## src/rtl/uart_dbg_pkg.sv

```systemverilog
// uart_dbg_pkg: shared types and widths for the UART debug initiator.
package uart_dbg_pkg;

    localparam int DBG_WORD_W = 32;
    localparam int DBG_CMD_W  = 4;

    // Send/echo pairs are consecutive so "advance" is state + 1.
    typedef enum logic [3:0] {
        S_IDLE,
        S_SEND_CMD,
        S_ECHO_CMD,
        S_SEND_ADDR,
        S_ECHO_ADDR,
        S_SEND_DATA,
        S_ECHO_DATA,
        S_WAIT_REPLY,
        S_DONE,
        S_ABORT
    } dbg_init_state_t;

    typedef enum logic [1:0] {
        RSP_OK       = 2'b00,
        RSP_MISMATCH = 2'b01,
        RSP_TIMEOUT  = 2'b10
    } dbg_rsp_code_t;

    function automatic logic [DBG_WORD_W-1:0] cmd_word(input logic [DBG_CMD_W-1:0] c);
        return {{(DBG_WORD_W - DBG_CMD_W){1'b0}}, c};
    endfunction

endpackage

```

## src/rtl/uart_rx_word.sv

```systemverilog
// uart_rx_word: assembles four 8N1 bytes (LSB byte first) into a word; pulses ready per word.
module uart_rx_word #(
    parameter int CLK_RATE = 50,
    parameter int BAUD     = 115200
) (
    input  logic        clk,
    input  logic        rst,
    input  logic        srx,
    output logic [31:0] data,
    output logic        ready
);
    localparam int DIV = CLK_RATE * 1_000_000 / BAUD;
    localparam int CW  = $clog2(DIV + 1);

    logic [1:0]    sync_q;
    logic          act_q;
    logic [CW-1:0] cnt_q;
    logic [3:0]    bit_q;
    logic [7:0]    sh_q;
    logic [1:0]    byte_q;
    logic [31:0]   word_q;
    logic          ready_q;
    logic          rx;

    assign rx = sync_q[1];

    always_ff @(posedge clk or posedge rst) begin
        if (rst) begin
            sync_q  <= 2'b11;
            act_q   <= 1'b0;
            cnt_q   <= '0;
            bit_q   <= '0;
            sh_q    <= '0;
            byte_q  <= '0;
            word_q  <= '0;
            ready_q <= 1'b0;
        end else begin
            sync_q  <= {sync_q[0], srx};
            ready_q <= 1'b0;
            if (!act_q) begin
                if (!rx) begin
                    act_q <= 1'b1;
                    cnt_q <= CW'(DIV / 2);
                    bit_q <= '0;
                end
            end else if (cnt_q != '0) begin
                cnt_q <= cnt_q - CW'(1);
            end else begin
                cnt_q <= CW'(DIV - 1);
                bit_q <= bit_q + 4'd1;
                // A start bit that is high again at mid-bit was a glitch.
                if (bit_q == 4'd0) act_q <= !rx;
                else if (bit_q != 4'd9) sh_q <= {rx, sh_q[7:1]};
                else begin
                    act_q <= 1'b0;
                    if (rx) begin
                        word_q  <= {sh_q, word_q[31:8]};
                        byte_q  <= byte_q + 2'd1;
                        ready_q <= byte_q == 2'd3;
                    end
                end
            end
        end
    end

    assign data  = word_q;
    assign ready = ready_q;

endmodule

```

## src/rtl/uart_tx_word.sv

```systemverilog
// uart_tx_word: sends a 32-bit word as four 8N1 bytes, least significant byte first.
module uart_tx_word #(
    parameter int CLK_RATE = 50,
    parameter int BAUD     = 115200
) (
    input  logic        clk,
    input  logic        rst,
    input  logic        start,
    input  logic [31:0] data,
    output logic        stx,
    output logic        idle
);
    localparam int DIV = CLK_RATE * 1_000_000 / BAUD;
    localparam int CW  = $clog2(DIV + 1);

    logic [39:0]   sh_q;
    logic [5:0]    bits_q;
    logic [CW-1:0] cnt_q;

    always_ff @(posedge clk or posedge rst) begin
        if (rst) begin
            sh_q   <= '1;
            bits_q <= '0;
            cnt_q  <= '0;
        end else if (bits_q == '0) begin
            if (start) begin
                sh_q   <= {1'b1, data[31:24], 1'b0, 1'b1, data[23:16], 1'b0,
                           1'b1, data[15:8], 1'b0, 1'b1, data[7:0], 1'b0};
                bits_q <= 6'd40;
                cnt_q  <= CW'(DIV - 1);
            end
        end else if (cnt_q != '0) begin
            cnt_q <= cnt_q - CW'(1);
        end else begin
            sh_q   <= {1'b1, sh_q[39:1]};
            bits_q <= bits_q - 6'd1;
            cnt_q  <= CW'(DIV - 1);
        end
    end

    assign idle = bits_q == '0;
    assign stx  = idle | sh_q[0];

endmodule

```

## src/rtl/uart_dbg_initiator.sv

```systemverilog
// uart_dbg_initiator: runs one cmd/addr/data transaction with echo checks per request
// and returns the target's reply word, aborting on echo mismatch or timeout.
module uart_dbg_initiator
    import uart_dbg_pkg::*;
#(
    parameter int CLK_RATE       = 50,
    parameter int BAUD           = 115200,
    parameter int TIMEOUT_CYCLES = 1_000_000
) (
    input  logic                  clk,
    input  logic                  rst_n,
    input  logic                  srx,
    output logic                  stx,
    input  logic                  req_valid,
    output logic                  req_ready,
    input  logic [DBG_CMD_W-1:0]  req_cmd,
    input  logic [DBG_WORD_W-1:0] req_addr,
    input  logic [DBG_WORD_W-1:0] req_data,
    output logic                  rsp_valid,
    output logic [DBG_WORD_W-1:0] rsp_data,
    output logic                  rsp_err,
    output logic [1:0]            rsp_code,
    output logic                  busy
);
    localparam int TW = $clog2(TIMEOUT_CYCLES + 1);

    dbg_init_state_t       state_q;
    dbg_rsp_code_t         code_q;
    logic [DBG_CMD_W-1:0]  cmd_q;
    logic [DBG_WORD_W-1:0] addr_q, data_q, rsp_data_q;
    logic [TW-1:0]         tmo_q;
    logic                  start_q;
    logic                  rst, tx_start, tx_idle, rx_ready, timed_out;
    logic [DBG_WORD_W-1:0] cur_word, rx_word;

    assign rst = !rst_n;

    // The same word is transmitted in SEND_x and expected back in ECHO_x.
    always_comb begin
        cur_word  = state_q inside {S_SEND_CMD, S_ECHO_CMD}   ? cmd_word(cmd_q) :
                    state_q inside {S_SEND_ADDR, S_ECHO_ADDR} ? addr_q : data_q;
        tx_start  = state_q inside {S_SEND_CMD, S_SEND_ADDR, S_SEND_DATA} && tx_idle && !start_q;
        timed_out = tmo_q <= TW'(1);
    end

    always_ff @(posedge clk or negedge rst_n) begin
        if (!rst_n) begin
            state_q    <= S_IDLE;
            code_q     <= RSP_OK;
            cmd_q      <= '0;
            addr_q     <= '0;
            data_q     <= '0;
            rsp_data_q <= '0;
            tmo_q      <= '0;
            start_q    <= 1'b0;
        end else begin
            start_q <= tx_start;
            case (state_q)
                S_IDLE: if (req_valid) begin
                    cmd_q   <= req_cmd;
                    addr_q  <= req_addr;
                    data_q  <= req_data;
                    code_q  <= RSP_OK;
                    state_q <= S_SEND_CMD;
                end
                S_SEND_CMD, S_SEND_ADDR, S_SEND_DATA: if (tx_start) begin
                    tmo_q   <= TW'(TIMEOUT_CYCLES);
                    state_q <= dbg_init_state_t'(state_q + 4'd1);
                end
                S_ECHO_CMD, S_ECHO_ADDR, S_ECHO_DATA, S_WAIT_REPLY: begin
                    tmo_q <= tmo_q - TW'(1);
                    // A ready arriving on the last timeout cycle still counts as received.
                    if (rx_ready && state_q == S_WAIT_REPLY) begin
                        rsp_data_q <= rx_word;
                        state_q    <= S_DONE;
                    end else if (rx_ready && rx_word == cur_word) begin
                        tmo_q   <= TW'(TIMEOUT_CYCLES);
                        state_q <= dbg_init_state_t'(state_q + 4'd1);
                    end else if (rx_ready || timed_out) begin
                        code_q     <= rx_ready ? RSP_MISMATCH : RSP_TIMEOUT;
                        rsp_data_q <= '0;
                        state_q    <= S_ABORT;
                    end
                end
                default: state_q <= S_IDLE;
            endcase
        end
    end

    assign req_ready = state_q == S_IDLE;
    assign busy      = !req_ready;
    assign rsp_valid = state_q inside {S_DONE, S_ABORT};
    assign rsp_err   = state_q == S_ABORT;
    assign rsp_code  = code_q;
    assign rsp_data  = rsp_data_q;

    uart_tx_word #(.CLK_RATE(CLK_RATE), .BAUD(BAUD)) u_tx (
        .clk  (clk),
        .rst  (rst),
        .start(tx_start),
        .data (cur_word),
        .stx  (stx),
        .idle (tx_idle)
    );

    uart_rx_word #(.CLK_RATE(CLK_RATE), .BAUD(BAUD)) u_rx (
        .clk  (clk),
        .rst  (rst),
        .srx  (srx),
        .data (rx_word),
        .ready(rx_ready)
    );

endmodule

```

## config.mk

```make
export PLATFORM = sky130hd
export DESIGN_NAME = uart_dbg_initiator
export DESIGN_NICKNAME = d
export VERILOG_FILES = /design/src/rtl/uart_dbg_pkg.sv /design/src/rtl/uart_rx_word.sv /design/src/rtl/uart_tx_word.sv /design/src/rtl/uart_dbg_initiator.sv
export SDC_FILE = /design/constraint.sdc
export NUM_CORES = 1
export LEC_CHECK = 0
export CAP_MARGIN = 25
export CORE_MARGIN = 2
export CORE_UTILIZATION = 59
export CTS_CLUSTER_DIAMETER = 200
export DETAILED_ROUTE_END_ITERATION = 8
export HOLD_SLACK_MARGIN = 0.08
export PLACE_DENSITY = 0.84
export REMOVE_ABC_BUFFERS = 1
export SETUP_SLACK_MARGIN = 0.5
export SLEW_MARGIN = 40
export SYNTH_ARGS = -nofsm -noshare
export SYNTH_HDL_FRONTEND = slang
export SYNTH_HIERARCHICAL = 1
export SYNTH_SLANG_ARGS = --single-unit
```

## constraint.sdc

```tcl
create_clock -name clk -period 3.6 [get_ports clk]
set_input_delay 0.72 -clock clk [delete_from_list [all_inputs] [get_ports clk]]
set_output_delay 0.72 -clock clk [all_outputs]
set_load 0.01 [all_outputs]
```

==> impl_metrics.ini, run 1 <==
[run_status]
status = completed

[timing]
tightest_slew_ps = 739
relSlewSlack_pct = 50.6
finalCriticalPeriod_ps = 3480
hold_violations = 0
rsz0062_at_grt = yes
final_max_slew_viol_count = 0
clock.fmax_mhz = 287
period_share_pct = 96.7
setup_ws_ps = 117
fin_skew_ps = 11.7
finalSetupViolations = 0
setup-tns-final_ps = 0

[drt]
ant_nets = 0
route.vias.total = 10865
wl_per_cell_um = 20.7
drc = 0
wl_um = 35000
viasPerCell = 6.41
dr.pass1.iters = 5
drtIter0Drc = 1237

[floorplan]
start_util_pct = 60.4
rows = 53
io_pins = 111
dieArea_mm2 = 0.0228
die_h_um = 151
core_area_mm2 = 0.0211
fp.dieW_um = 151

[clocking]
cts_buffer_depth = 3
htreeDepth = 1
cts_num_sinks = 240
cts_tree = done
clock_latency_ps = 530
numCtsBuffers = 25
root_buffer = clkbuf_16
path_clk_slew_ps = 70

[worst_setup_path]
rr_worst_depth = 16
startpoint_type = flop
arrival_ps = 3900
r2r-end = tmo_q[5]
endpoint_kind = flop
r2r_start = state_q[0]
reg2reg_slack_ps = 120
required_ps = 4020
setup.worst_path.class = flop to flop
cp_max_fo = 14

[yosys]
synth-edff-count = 0
yosysWarnings = 6
synth_adder_area_share_pct = 1.28
synth_top_family_by_area = simple AND/OR/NAND/NOR gates
muxShareOfSynthArea_pct = 11.3
postSynthAreaPerCell_um2 = 9.97
synth_compound_area_share_pct = 13.4
yosys.area_share.simple_pct = 20.7
syn_inst = 1277
yosys_register_bits = 240
synth_xor_area_share_pct = 1.51
async_flop_share_pct = 100
ys_seq_area_share_pct = 47.6
synth.distinct_cells = 83
ys.flop_type = dfrtp_1
synth_area_mm2 = 0.0127

[placed_design]
port_buffers = 110
place_ws_ps = 34.8
gp_congestion = 0.937
place_area_mm2 = 0.0141
dp_hpwl_um = 22800

[power_and_ir_drop]
total_leakage_power_nw = 6.83
powerDensity_mw_per_mm2 = 754
vdd_drop_max_mv = 0.433

[finish]
nets = 1485
num_antenna_cells = 0
layout_common_cells = nand2_1 (258), dfrtp_1 (198), clkdlybuf4s50_1 (109), mux2_2 (74), nor2_1 (59)
multi_input_area_mm2 = 0.00631
drive_above_1_share_pct = 21.2
final.fill_count = 1445
layout_commonest_cell = nand2_1
seqCellArea_mm2 = 0.00606
syn_to_final_growth_pct = 20.8
finalInstanceArea_mm2 = 0.0154

[hold_path]
hold_path.class = flop to flop
hold_path_end = u_rx/sync_q[1]
holdPathStages = 0
hp-start = u_rx/sync_q[0]

[grt]
first_global_vias = 10450
grt_max_degree = 70
antenna_found_initial = 0
grt_usage_pct = 30.7
grt_pass1_wl_um = 55200
grt-ovfl-total = 0

[run]
cap_violations = 0
[stage by stage]
stage,power [mW],std cells,hold WS [ps],util [%]
floorplan,6.88,1205,345,-
global placement,8.23,1624,347,66.7
detailed placement,8.43,1626,349,67.0
CTS,11.3,1686,358,72.2
global route,12.2,1694,370,72.9
finish,11.6,1694,360,72.9
[kinds of logic (layout without fill, tap and decap cells)]
group / Yosys count / in the layout
mux: 118 / 118
flops: 240 / 240
compound gates: 245 / 245
fa+ha+maj: 13 / 13
buf+inv: 109 / 251
xor+xnor: 22 / 22
simple gates: 530 / 530
[per-layer routing]
metal / track usage (%) / share of wire, %
met3: 4.70 / 8.4
met2: 47.6 / 45
met5: 0 / 0
met4: 15.6 / 5.4
met1: 42.4 / 41
[sequential cells by signal, indices dropped and copies added (netlist names)]
| register | cells |
|---|---|
| u_rx/sync_q | 2 |
| u_rx/byte_q | 2 |
| u_rx/data | 32 |
| data_q | 32 |
| u_tx/cnt_q | 9 |
| cmd_q | 4 |
| u_rx/bit_q | 4 |
| tmo_q | 20 |
| u_rx/cnt_q | 9 |
| u_rx/ready | 1 |
| addr_q | 32 |
| u_rx/sh_q | 8 |
| rsp_code | 2 |
| u_tx/sh_q | 39 |
| u_tx/bits_q | 6 |
| u_rx/act_q | 1 |
| state_q | 4 |
| start_q | 1 |
| rsp_data | 32 |
[area by class of cell]
| type | count | share of cell area [%] |
|---|---|---|
| Inverter | 37 | 0.928 |
| Tap cell | 275 | 2.24 |
| Clock inverter | 10 | 0.692 |
| Multi-Input combinational cell | 928 | 41.1 |
| Timing Repair Buffer | 168 | 11.1 |
| Clock buffer | 36 | 4.60 |
| Sequential cell | 240 | 39.4 |
[critical path, cell delays in order (launching register included)]
cell,delay [ps]
dfrtp_2,450
inv_2,110
ha_4,170
mux2_4,230
buf_12,130
buf_4,140
nand3_1,80
a21oi_1,300
xor2_1,180
nor4_1,360
nand4_1,190
buf_4,190
o31ai_4,250
buf_4,150
buf_12,120
o21ai_0,90
a21o_1,200
[synth_stat cells, types with 11 or more instances]
cell / n / share of area, %
nand2_1: 261 / 7.7
dfrtp_1: 199 / 39
mux2_2: 74 / 6.5
nor2_1: 62 / 1.8
o21ai_0: 59 / 2.3
a21oi_1: 45 / 1.8
dfstp_2: 41 / 8.5
clkbuf_1: 40 / 1.2
a22o_1: 36 / 2.5
inv_1: 35 / 1.0
nand3_1: 35 / 1.4
mux2_4: 29 / 3.4
nand2b_1: 27 / 1.3
nor3_1: 23 / 0.90
buf_6: 16 / 1.4
nor2b_1: 15 / 0.74
xnor2_1: 14 / 0.96
ha_1: 13 / 1.3
nor4b_1: 12 / 0.83
buf_2: 11 / 0.43
mux2i_1: 11 / 0.87
nor4_1: 11 / 0.54
[power by group]
part	switching (mW)	internal, mW	total [mW]	leakage (nW)
sequential	0.722	3.50	4.22	3.01
clock	1.07	1.51	2.58	0.402
combinational	2.76	2.03	4.80	3.42
[timing repair]
item / CTS / global route
setup buffers: 12 / 6
pin swaps: 10 / 8
resized for setup: 40 / 14
endpoints found under the setup margin: 61 / 77
endpoints found under the hold margin: 1 / 0
gates cloned: 1 / 1
hold buffers: 1 / 0
[how the worst max path moves through the flow]
stage | depth (start not counted) | startpoint | endpoint | slack [ps]
finish | 16 | state_q[0] | tmo_q[5] | 120
global route | 13 | state_q[2] | tmo_q[5] | 2
CTS | 14 | state_q[1] | tmo_q[5] | 370
detailed placement | 13 | state_q[0] | tmo_q[9] | 30
global placement | 13 | state_q[0] | tmo_q[9] | 130
floorplan | 9 | state_q[3] | rsp_data[0] | -1050
Power figures use the tool's default switching activity.
==> run 2: changes to the inputs <==
CAP_MARGIN = not set   (was 25)
==> run 2 against run 1 <==
Clock power is 11% higher. Sequential share of layout area shrank 0.35 points. Utilization rose by 0.66 points. Largest cell class unchanged.
==> impl_metrics.ini, run 2 (same netlist as run 1, synthesis figures left out) <==
[finish]
num_antenna_cells = 0
max_flop_register = u_tx/sh_q
seqCellArea_mm2 = 0.00606
multi_input_area_mm2 = 0.00635
final_core_util_pct = 73.6
syn_to_final_growth_pct = 21.9
largest_reg_flops = 39
layout_commonest_cell = nand2_1
layout_common_cells = nand2_1 (258), dfrtp_1 (198), clkdlybuf4s50_1 (109), mux2_2 (74), nor2_1 (59)
fin_cells = 1689
final.fill_count = 1412
finalInstanceArea_mm2 = 0.0155
drive_above_1_share_pct = 21.6
nets = 1480

[drt]
viasPerCell = 6.46
drc = 0
wl_um = 35800
route.vias.total = 10904
drtIter0Drc = 1288
dr.pass1.iters = 6
wl_per_cell_um = 21.2
ant_nets = 0

[grt]
globalRouteMet1Util_pct = 43.8
use_met2_pct = 48.4
grt-ovfl-total = 0
antenna_found_initial = 0
busiest_layer = met2
first_global_vias = 10550
grt_util_met3_pct = 5.00
grt_max_degree = 70
grt_pass1_wl_um = 56600
grt_usage_pct = 31.4

[worst_setup_path]
crit_chain = inv_2 > ha_4 > mux2_4 > nand2_4 > buf_6 > mux2i_4 > xor2_2 > a311oi_2 > buf_4 > nand4b_1 > o31ai_4 > or2_4 > clkbuf_16 > a22o_1
path_buf_inv = 4
path_delay_family = multiplexers
arrival_ps = 3840
endpoint_kind = flop
setup.worst_path.class = flop to flop
required_ps = 4010
critPathMaxStageDelay_ps = 440
r2r_start = state_q[1]
cp_slowest_cell = dfrtp_1
startpoint_type = flop
cp_max_fo = 8
critPathLaunch = state_q[1]

[clocking]
cts_tree = done
cts_buffer_depth = 3
numCtsBuffers = 25
root_buffer = clkbuf_16
path_clk_slew_ps = 60
htreeDepth = 1
clock_latency_ps = 530
cts_num_sinks = 240

[floorplan]
start_util_pct = 60.4
rows = 53
io_pins = 111
fp.dieW_um = 151
die_h_um = 151
dieArea_mm2 = 0.0228
core_area_mm2 = 0.0211

[timing]
fin_skew_ps = 17.5
final_max_slew_viol_count = 0
setup_ws_ps = 172
period_share_pct = 95.2
clock.fmax_mhz = 292
tightest_slew_ps = 745
finalSetupViolations = 0
rsz0062_at_grt = yes
relSlewSlack_pct = 50.3
finalCriticalPeriod_ps = 3430
hold_violations = 0

[placed_design]
placed_cells = 1626
place_ws_ps = 34.8
gp_congestion = 0.937
dp_hpwl_um = 22800
place_area_mm2 = 0.0141
port_buffers = 110

[power_and_ir_drop]
powerDensity_mw_per_mm2 = 771
power_mw = 12.0
vdd_drop_max_mv = 0.562
total_leakage_power_nw = 6.88

[run]
cap_violations = 0

[hold_path]
hp-start = u_rx/sync_q[0]
hold_path.class = flop to flop

[run_status]
status = completed
## run 2: cell types whose count changed in the layout (fill, tap and decap cells not counted), moves of 2 or more
cell       before  now
bufinv_16       2    5
buf_4          43   36
a2111oi_2       1    3
clkbuf_8        4    7
a2111oi_1       3    1
clkbuf_1        7    2
## run 2: power by group
group	switching [mW]	total (mW)	internal, mW	leakage [nW]
Sequential	0.725	4.22	3.50	3.01
Clock	1.09	2.86	1.77	0.456
Combinational	2.85	4.88	2.03	3.42
## run 2: layout make-up
cell class / count / area share [%]
Sequential cell: 240 / 39.0
Timing Repair Buffer: 163 / 11.0
Tap cell: 275 / 2.22
Clock inverter: 12 / 1.23
Inverter: 37 / 0.935
Multi-Input combinational cell: 928 / 40.9
Clock buffer: 34 / 4.70
## run 2: worst paths after layout
check,end,depth (start not counted),slack [ps]
max in group asynchronous,u_tx/sh_q[2],5,1880
min,u_rx/sync_q[1],0,360
max,rsp_data[3],14,170
min in group asynchronous,data_q[5],2,530
min reg2reg,u_rx/sync_q[1],0,360
max reg2reg,rsp_data[3],14,170
## run 2: timing repair
| item | CTS | global route |
|---|---|---|
| endpoints found under the setup margin | 61 | 77 |
| pin swaps | 12 | 4 |
| cloned | 2 | 1 |
| resized for setup | 44 | 19 |
| setup buffers | 12 | 1 |
| hold buffers | 1 | 0 |
| endpoints found under the hold margin | 1 | 0 |
## run 2: worst reg2reg max path: stages (launching register included)
cell	delay, ps
dfrtp_1	440
inv_2	100
ha_4	190
mux2_4	330
nand2_4	120
buf_6	140
mux2i_4	320
xor2_2	130
a311oi_2	360
buf_4	200
nand4b_1	180
o31ai_4	100
or2_4	330
clkbuf_16	210
a22o_1	180
## run 2: through the flow
stage | TNS (ps) | hold slack, ps
finish | 0 | 360
global route | 0 | 370
CTS | 0 | 359
detailed placement | 0 | 349
global placement | 0 | 347
floorplan | -45590 | 345
## run 2: routing by layer
layer,routed length (µm),vias to the layer above
li1,-,4784
met5,0,-
met4,1880,0
met3,3340,154
met2,16200,707
met1,14500,5259
==> run 3: changes to the inputs <==
CORE_UTILIZATION = 64   (was 59)
DONT_BUFFER_PORTS = 1   (was not set)
PLACE_DENSITY = 0.83   (was 0.84)
==> run 3 against run 2 <==
The flow now finishes with violations (hold timing). Sequential share of layout area grew 2.1 points. Sequential power is essentially flat. Power grew 1.9%. Cell area shrank 5.1%. Critical path type unchanged. Largest cell class unchanged.
==> impl_metrics.ini, run 3 (same netlist as run 1, synthesis figures left out) <==
[timing]
rsz0062_at_grt = yes
fin_skew_ps = 12.5
setup_ws_ps = 114
hold_violations = 127
tightest_slew_ps = 757
finalSetupViolations = 0
finalCriticalPeriod_ps = 3490
period_share_pct = 96.8
relSlewSlack_pct = 49.4
fin_hold_ws_ps = -113
final_max_slew_viol_count = 0
clock.fmax_mhz = 287

[finish]
final.fill_count = 1259
final_core_util_pct = 75.7
num_antenna_cells = 0
finalInstanceArea_mm2 = 0.0147
largest_reg_flops = 39
syn_to_final_growth_pct = 15.7
drive_above_1_share_pct = 26.7
layout_common_cells = nand2_1 (255), dfrtp_1 (195), mux2_2 (74), nor2_1 (55), o21ai_0 (50)
max_flop_register = u_tx/sh_q
fin_cells = 1583
nets = 1384
layout_commonest_cell = nand2_1

[power_and_ir_drop]
switching_power_mw = 4.81
intPower_mw = 7.38
p_sw_share_pct = 39.5
vdd_drop_max_mv = 0.468
p_clk_share_pct = 22.1
total_leakage_power_nw = 6.56
p_comb_share_pct = 43.1
p_seq_share_pct = 34.7
powerDensity_mw_per_mm2 = 828

[worst_setup_path]
arrival_ps = 3940
endpoint_kind = flop
required_ps = 4060
startpoint_type = flop
r2r_start = state_q[1]
reg2reg_slack_ps = 110
setup.worst_path.class = flop to flop
rr_worst_depth = 14
r2r-end = rsp_data[15]
cp_max_fo = 8

[placed_design]
gp_congestion = 0.976
dp_hpwl_um = 22200
place_ws_ps = 71.3
port_buffers = 0
place_area_mm2 = 0.0130
placed_cells = 1507

[grt]
grt_max_degree = 129
grt_pass1_wl_um = 54900
grt-ovfl-total = 0
grt_usage_pct = 32.4
first_global_vias = 10194
antenna_found_initial = 0

[run]
cap_violations = 0

[clocking]
cts_num_sinks = 240
path_clk_slew_ps = 70
numCtsBuffers = 25
cts_buffer_depth = 3
clock_latency_ps = 530
htreeDepth = 1
cts_tree = done
root_buffer = clkbuf_16

[drt]
wl_um = 35100
ant_nets = 0
dr.pass1.iters = 6
wl_per_cell_um = 22.2
route.vias.total = 10361
viasPerCell = 6.55
drtIter0Drc = 1160
drc = 0

[floorplan]
dieArea_mm2 = 0.0210
fp.dieW_um = 145
core_area_mm2 = 0.0195
die_h_um = 145
start_util_pct = 65.4
rows = 51
io_pins = 111

[hold_path]
hold_path.class = input port to asynchronous set/reset pin

[run_status]
status = complete, but fails checks
violations = hold timing
run 3: cell count changes in the layout (fill, tap and decap cells not counted), moves of 5 or more:
| cell | before | now |
|---|---|---|
| clkdlybuf4s50_1 | 109 | 0 |
| nor2_2 | 1 | 6 |
| o21ai_0 | 57 | 50 |
| clkbuf_1 | 2 | 9 |
| buf_4 | 36 | 42 |
run 3: timing repair:
item / CTS / global route
resized for setup: 63 / 56
gates cloned: 5 / 1
pin swaps: 23 / 28
endpoints found under the hold margin: 127 / 127
endpoints found under the setup margin: 58 / 69
buffers inserted: 20 / 4
run 3: stage by stage:
stage               TNS, ps  total power [mW]
global route              0              12.8
floorplan            -45590              6.88
detailed placement        0              8.38
CTS                       0              11.7
global placement          0              8.22
finish                    0              12.2
run 3: power groups by stage:
stage          Clock, mW  Combinational, mW  Sequential (mW)
2_1_floorplan          0               2.92             3.96
5_1_grt             2.86               5.64             4.31
4_1_cts             2.75               4.78             4.18
6_report            2.70               5.26             4.24
3_5_place_dp           0               4.18             4.20
3_3_place_gp           0               4.04             4.17
run 3: final cells by class:
class | count | area [µm²] | share of cell area (%)
Clock inverter | 8 | 149 | 1.01
Timing Repair Buffer | 67 | 773 | 5.25
Clock buffer | 38 | 714 | 4.85
Multi-Input combinational cell | 928 | 6560 | 44.5
Inverter | 37 | 140 | 0.951
Tap cell | 265 | 332 | 2.25
Sequential cell | 240 | 6060 | 41.2
run 3: worst max-delay path: stages (launching register included):
cell	delay [ps]
dfrtp_2	450
inv_2	110
ha_4	170
mux2i_4	80
buf_12	140
buf_16	140
or4_1	550
a31oi_2	240
a311oi_2	100
a211oi_2	250
nand4_1	220
o31ai_4	380
or2_4	260
clkbuf_16	180
a22o_1	130
run 3: how the worst max path moves through the flow:
stage,startpoint,endpoint
floorplan,state_q[3],rsp_data[0]
global placement,state_q[0],tmo_q[9]
detailed placement,state_q[0],tmo_q[9]
CTS,state_q[1],rsp_data[12]
global route,state_q[1],rsp_data[2]
finish,state_q[1],rsp_data[15]
run 3: layer usage:
| layer | track usage, % | wire [µm] |
|---|---|---|
| met2 | 50.9 | 16300 |
| met4 | 11.8 | 1580 |
| met1 | 45.2 | 14300 |
| met5 | 0 | 0 |
| met3 | 6.48 | 2990 |
